[src/rtl/rrc_symbol_scheduler.sv]
// -----------------------------------------------------------------------------
// rrc_symbol_scheduler
//
// Converts a symbol-rate valid/ready stream into the sample-rate input of the
// fir_rrc pulse-shaping filter. Each accepted symbol is followed by SPS-1
// zeros. The block also owns the filter's synchronous reset: it holds the
// filter in reset while idle and priming, and on shutdown it drives
// FLUSH_LEN zeros to clear the delay line. Missing symbols are replaced by
// zeros and counted, so the sample cadence never slips.
//
// Ports
//   clk            rising-edge clock
//   rst_n          asynchronous active-low reset
//   enable         level: high = stream, low = orderly stop at symbol boundary
//   sym_in         signed symbol value
//   sym_valid      sym_in valid
//   sym_ready      scheduler takes sym_in this cycle
//   filt_in        registered sample to the filter
//   filt_rst       active-high synchronous reset to the filter
//   sym_phase      filt_in carries a symbol slot this cycle
//   busy           state is not IDLE
//   underrun_count saturating count of missed symbol slots
//   state_dbg      current FSM state (IDLE=0, PRIME=1, RUN=2, FLUSH=3)
//
// Handshake: a symbol transfers on a rising edge where sym_valid and
// sym_ready are both high. sym_ready depends only on registered state and
// enable, never on sym_valid; sym_valid outside a ready cycle is ignored and
// a held valid is taken at most once per symbol period.
// -----------------------------------------------------------------------------
module rrc_symbol_scheduler #(
    parameter int WIDTH     = 12,
    parameter int SPS       = 4,
    parameter int FLUSH_LEN = 21
) (
    input  logic                    clk,
    input  logic                    rst_n,
    input  logic                    enable,
    input  logic signed [WIDTH-1:0] sym_in,
    input  logic                    sym_valid,
    output logic                    sym_ready,
    output logic signed [WIDTH-1:0] filt_in,
    output logic                    filt_rst,
    output logic                    sym_phase,
    output logic                    busy,
    output logic [15:0]             underrun_count,
    output logic [1:0]              state_dbg
);

    localparam int PHASE_W = (SPS > 1) ? $clog2(SPS) : 1;
    // Counter serves both the 2-cycle prime and the flush length.
    localparam int CNT_W   = $clog2(FLUSH_LEN + 2);

    typedef enum logic [1:0] {
        IDLE  = 2'd0,
        PRIME = 2'd1,
        RUN   = 2'd2,
        FLUSH = 2'd3
    } state_t;

    state_t             state;
    state_t             state_next;
    logic [PHASE_W-1:0] phase;
    logic [CNT_W-1:0]   gen_cnt;
    logic [15:0]        underrun_q;

    // State register
    always_ff @(posedge clk or negedge rst_n) begin
        if (!rst_n) begin
            state <= IDLE;
        end else begin
            state <= state_next;
        end
    end

    // Next-state logic
    always_comb begin
        state_next = state;
        case (state)
            IDLE:  if (enable) state_next = PRIME;
            PRIME: if (gen_cnt == CNT_W'(1)) state_next = RUN;
            // Stop only at a symbol boundary so the current period completes.
            RUN:   if ((phase == '0) && !enable) state_next = FLUSH;
            FLUSH: if (gen_cnt == CNT_W'(FLUSH_LEN - 1)) state_next = IDLE;
            default: state_next = IDLE;
        endcase
    end

    // Output logic (from registered state, plus enable for the ready term)
    always_comb begin
        sym_ready = 1'b0;
        filt_rst  = 1'b0;
        busy      = 1'b1;
        case (state)
            IDLE: begin
                filt_rst = 1'b1;
                busy     = 1'b0;
            end
            PRIME: filt_rst = 1'b1;
            RUN:   sym_ready = (phase == '0) && enable;
            FLUSH: ;
            default: begin
                filt_rst = 1'b1;
                busy     = 1'b0;
            end
        endcase
    end

    assign state_dbg      = state;
    assign underrun_count = underrun_q;

    // Phase and general counters; both restart on every state change.
    always_ff @(posedge clk or negedge rst_n) begin
        if (!rst_n) begin
            phase   <= '0;
            gen_cnt <= '0;
        end else begin
            if ((state == RUN) && (state_next == RUN)) begin
                phase <= (phase == PHASE_W'(SPS - 1)) ? '0 : phase + PHASE_W'(1);
            end else begin
                phase <= '0;
            end

            if (state_next != state) begin
                gen_cnt <= '0;
            end else if ((state == PRIME) || (state == FLUSH)) begin
                gen_cnt <= gen_cnt + CNT_W'(1);
            end else begin
                gen_cnt <= '0;
            end
        end
    end

    // Sample datapath. Every slot that is not an accepted symbol is zero,
    // including underrun slots, non-zero phases, and the flush sequence.
    always_ff @(posedge clk or negedge rst_n) begin
        if (!rst_n) begin
            filt_in    <= '0;
            sym_phase  <= 1'b0;
            underrun_q <= '0;
        end else begin
            filt_in   <= (sym_ready && sym_valid) ? sym_in : '0;
            sym_phase <= sym_ready;
            if (sym_ready && !sym_valid && (underrun_q != 16'hFFFF)) begin
                underrun_q <= underrun_q + 16'd1;
            end
        end
    end

endmodule

[config.mk]
export PLATFORM = sky130hd
export DESIGN_NAME = rrc_symbol_scheduler
export DESIGN_NICKNAME = d
export VERILOG_FILES = /design/src/rtl/rrc_symbol_scheduler.sv
export SDC_FILE = /design/constraint.sdc
export NUM_CORES = 1
export LEC_CHECK = 0
export CAP_MARGIN = 20
export CORE_ASPECT_RATIO = 0.5
export CORE_MARGIN = 2
export CORE_UTILIZATION = 47
export DETAILED_ROUTE_END_ITERATION = 7
export GPL_TIMING_DRIVEN = 0
export PLACE_DENSITY_LB_ADDON = 0.3
export REMOVE_ABC_BUFFERS = 1
export SYNTH_ARGS = -nofsm -noshare
export SYNTH_HDL_FRONTEND = slang
export SYNTH_SLANG_ARGS = --single-unit
[constraint.sdc]
create_clock -name clk -period 2.3 [get_ports clk]
set_clock_uncertainty 0.05 [all_clocks]
set_input_delay 0.345 -clock clk [delete_from_list [all_inputs] [get_ports clk]]
set_output_delay 0.345 -clock clk [all_outputs]
set_load 0.03 [all_outputs]
==> impl_summary.log <==
INFO  metric final_worst_hold_slack = 0.0996 ns
INFO  metric critPathTopFamily = simple AND/OR/NAND/NOR gates
INFO  metric insertedDiodeCount = 0
INFO  metric status = complete, no violations
INFO  metric ys_top_cells_by_area = sky130_fd_sc_hd__dfrtp_1, sky130_fd_sc_hd__xor2_1, sky130_fd_sc_hd__and2_1
INFO  metric cp-endpoint = underrun_count[1]
INFO  metric ctsHoldBuffers = 0
INFO  metric place_worst_setup_slack = -0.0889 ns
INFO  metric ioPinCount = 50
INFO  metric clockPowerShare = 28.5%
INFO  metric clock_tree.root_cell = sky130_fd_sc_hd__clkbuf_8
INFO  metric stdcell_area = 0.00243 sq mm
INFO  metric post_synth_inst_count = 148
INFO  metric cts.sinks = 38
INFO  metric synthDominantCellAreaShare = 52.6%
INFO  metric r2r_cells = 6
INFO  metric grt_overflow_total = 0
INFO  metric drt_iter0_drc = 22
INFO  metric final.period_utilization = 93.2%
INFO  metric critical_path.reg2reg.endpoint = underrun_count[1]
INFO  metric grt_pass1_vias = 1189
INFO  metric height_of_the_die = 47.9 um
INFO  metric worst-endpoint-arrival = 2.27 ns
INFO  metric maxSlewViolCount = 0
INFO  metric power.combinational.fraction = 26.7%
INFO  metric chipWidth = 91.7 um
INFO  metric cts_setup_buffers = 0
INFO  metric global_route_wire_length_before_repair = 5180 um
INFO  metric gp_congestion = 0.780
INFO  metric ys_warn_count = 0
INFO  metric cts-htree-levels = 2
INFO  metric power.share.sequential = 44.8%
INFO  metric antenna_violations_before_repair = 0
INFO  metric drive_gt1_share = 11.5%
INFO  metric fmax = 467 MHz
INFO  metric numCtsBuffers = 5
INFO  metric post-route-drc-count = 0
INFO  metric critical_path_max_stage_delay = 0.44 ns
INFO  metric hold_class = in -> async
INFO  metric cp-end-kind = register
INFO  metric synth_common_cells = sky130_fd_sc_hd__dfrtp_1, sky130_fd_sc_hd__and2_1, sky130_fd_sc_hd__xor2_1
INFO  metric timing.final.crit_period = 2.14 ns
INFO  metric total_routed_wirelength = 3160 um
INFO  metric setup_slack_of_the_worst_register_to_register_path = 0.16 ns
INFO  metric switching_share = 32.4%
INFO  metric numPortBuffers = 49
INFO  metric ctsLongestPathBuffers = 2
INFO  metric netlist_area = 0.00181 sq mm
INFO  metric worstSkewPairLatency = 0.29 ns
INFO  metric vdd_ir_drop_max = 411 uV
INFO  metric critical_path_slowest_stage_cell = sky130_fd_sc_hd__nand2b_1
INFO  metric final_util = 68.1%
INFO  metric timing.critical_path.buf_inv = 1
INFO  metric path_depth = 6
INFO  metric report.final.hold_viol_count = 0
INFO  metric ff_to_ff_start = phase[0]
INFO  metric die-area = 0.00439 sq mm
INFO  metric power_density = 807 mW/mm^2
INFO  metric timing.max_cap.violations = 0
INFO  metric async_flop_share = 100%
INFO  metric first_pass_iters = 4
INFO  metric placedInstanceArea = 0.00232 sq mm
INFO  metric avgViaCountPerCell = 5.09
INFO  metric synth_sequential_area_ratio = 52.6%
INFO  metric setup_viol = 0
INFO  metric max-slew-margin-rel = 45.0%
INFO  metric synth_enable_flop_cells = 0
INFO  metric internal_power = 1.33 mW
INFO  metric tritoncts_clock_tree = yes
INFO  metric final_worst_setup_slack = 0.157 ns
INFO  metric grt_max_degree = 39
INFO  metric cp-start-kind = register
INFO  metric std_cell_rows = 15
INFO  metric totalPowerFinal = 1.96 mW
INFO  metric place_hpwl = 2320 um
INFO  metric track_usage = 15.8%
INFO  metric unrepaired_setup_endpoints_after_global_routing = false
INFO  metric area_growth = 34.3%
INFO  metric nets_final = 221
INFO  metric power_leakage = 1.08 nW
INFO  metric critical_path_class = reg -> reg
INFO  metric clk_pin_slew_worst_paths = 0.07 ns
INFO  metric worstPathRequired = 2.43 ns
INFO  metric startpoint = phase[0]
INFO  metric crit_path_cell_trace = inv_1, ha_1, nand4b_4, nand2b_1, a21oi_1, mux2_2
INFO  metric synth.ff_latch_count = 38
INFO  metric coreArea = 0.00357 sq mm
INFO  metric wire_per_inst = 12.6 um
INFO  metric crit_path_max_fanout = 9
INFO  metric post_cts_resized = 1
INFO  metric synth_top_flop_cell = sky130_fd_sc_hd__dfrtp_1
INFO  metric synth_most_common_cell = sky130_fd_sc_hd__dfrtp_1
INFO  metric synth_cell_types = 39
INFO  metric synth_area_leader_cell = sky130_fd_sc_hd__dfrtp_1
INFO  metric max_slew.worst_pin.slew = 0.825 ns
INFO  metric ant_nets = 0
INFO  metric floorplan.initialDensity = 50.7%
INFO  metric routed-via-count = 1277
INFO  metric avgSynthCellArea = 12.2 sq um
INFO  metric power_switching = 0.635 mW
-- how the worst min path moves through the flow --
stage | start | end
global route | rst_n | underrun_count[13]
detailed placement | phase[0] | phase[0]
finish | rst_n | underrun_count[13]
global placement | phase[0] | phase[0]
floorplan | rst_n | filt_in[0]
CTS | rst_n | underrun_count[13]
-- cell families (layout without fill, tap and decap cells) --
| logic type | count (synthesis) | after routing | synth area share [%] |
|---|---|---|---|
| simple gates | 58 | 58 | 22.7 |
| flops | 38 | 38 | 52.6 |
| xor+xnor | 18 | 18 | 8.72 |
| buf+inv | 15 | 67 | 4.36 |
| compound gates | 11 | 11 | 6.30 |
| fa+ha+maj | 6 | 6 | 4.15 |
| mux | 2 | 2 | 1.18 |
-- layer usage --
metal | track usage [%] | up-vias | wire length [um]
li1 | - | 611 | -
met1 | 18.5 | 627 | 1420
met2 | 28.2 | 33 | 1550
met3 | 5.35 | 6 | 142
met4 | 7.16 | 0 | 44
met5 | 0 | - | 0
-- sequential cells by signal, summed over array words and instances (netlist names) --
signal and flops:
gen_cnt 5, sym_phase 1, phase 2, filt_in 12, state_dbg 2, underrun_count 16
-- power by group through the flow --
stage	sequential, mW	combinational, mW	clock (mW)
6_report	0.879	0.524	0.558
5_1_grt	0.898	0.578	0.612
4_1_cts	0.880	0.531	0.578
3_5_place_dp	0.892	0.532	0
3_3_place_gp	0.888	0.515	0
2_1_floorplan	0.969	0.237	0
-- cells in the final DEF (no fill, tap or decap), types with 3 or more instances in the layout --
master	synthesis	routed
sky130_fd_sc_hd__ha_1	6	6
sky130_fd_sc_hd__nand3_1	9	9
sky130_fd_sc_hd__nand4_1	4	4
sky130_fd_sc_hd__and2_1	12	12
sky130_fd_sc_hd__clkdlybuf4s50_1	0	47
sky130_fd_sc_hd__nor4_2	4	4
sky130_fd_sc_hd__and3_1	3	3
sky130_fd_sc_hd__o21ai_0	3	3
sky130_fd_sc_hd__nor2_1	7	7
sky130_fd_sc_hd__dfrtp_1	38	38
sky130_fd_sc_hd__xnor2_1	7	7
sky130_fd_sc_hd__inv_1	10	10
sky130_fd_sc_hd__xor2_1	11	11
sky130_fd_sc_hd__clkbuf_8	0	5
-- metrics by stage --
step	TNS (ns)	instances
after global routing	0	251
after global placement	-2.04	243
after floorplan	0	143
final	0	251
after detailed placement	-0.0889	243
after CTS	0	251
-- layout make-up --
cell class | instances | area [sq um]
Inverter | 10 | 37.5
Clock inverter | 3 | 45.0
Fill cell | 267 | 1140
Multi-Input combinational cell | 95 | 778
Sequential cell | 38 | 951
Timing Repair Buffer | 49 | 484
Tap cell | 51 | 63.8
Clock buffer | 5 | 68.8
Power figures use the tool's default switching activity.
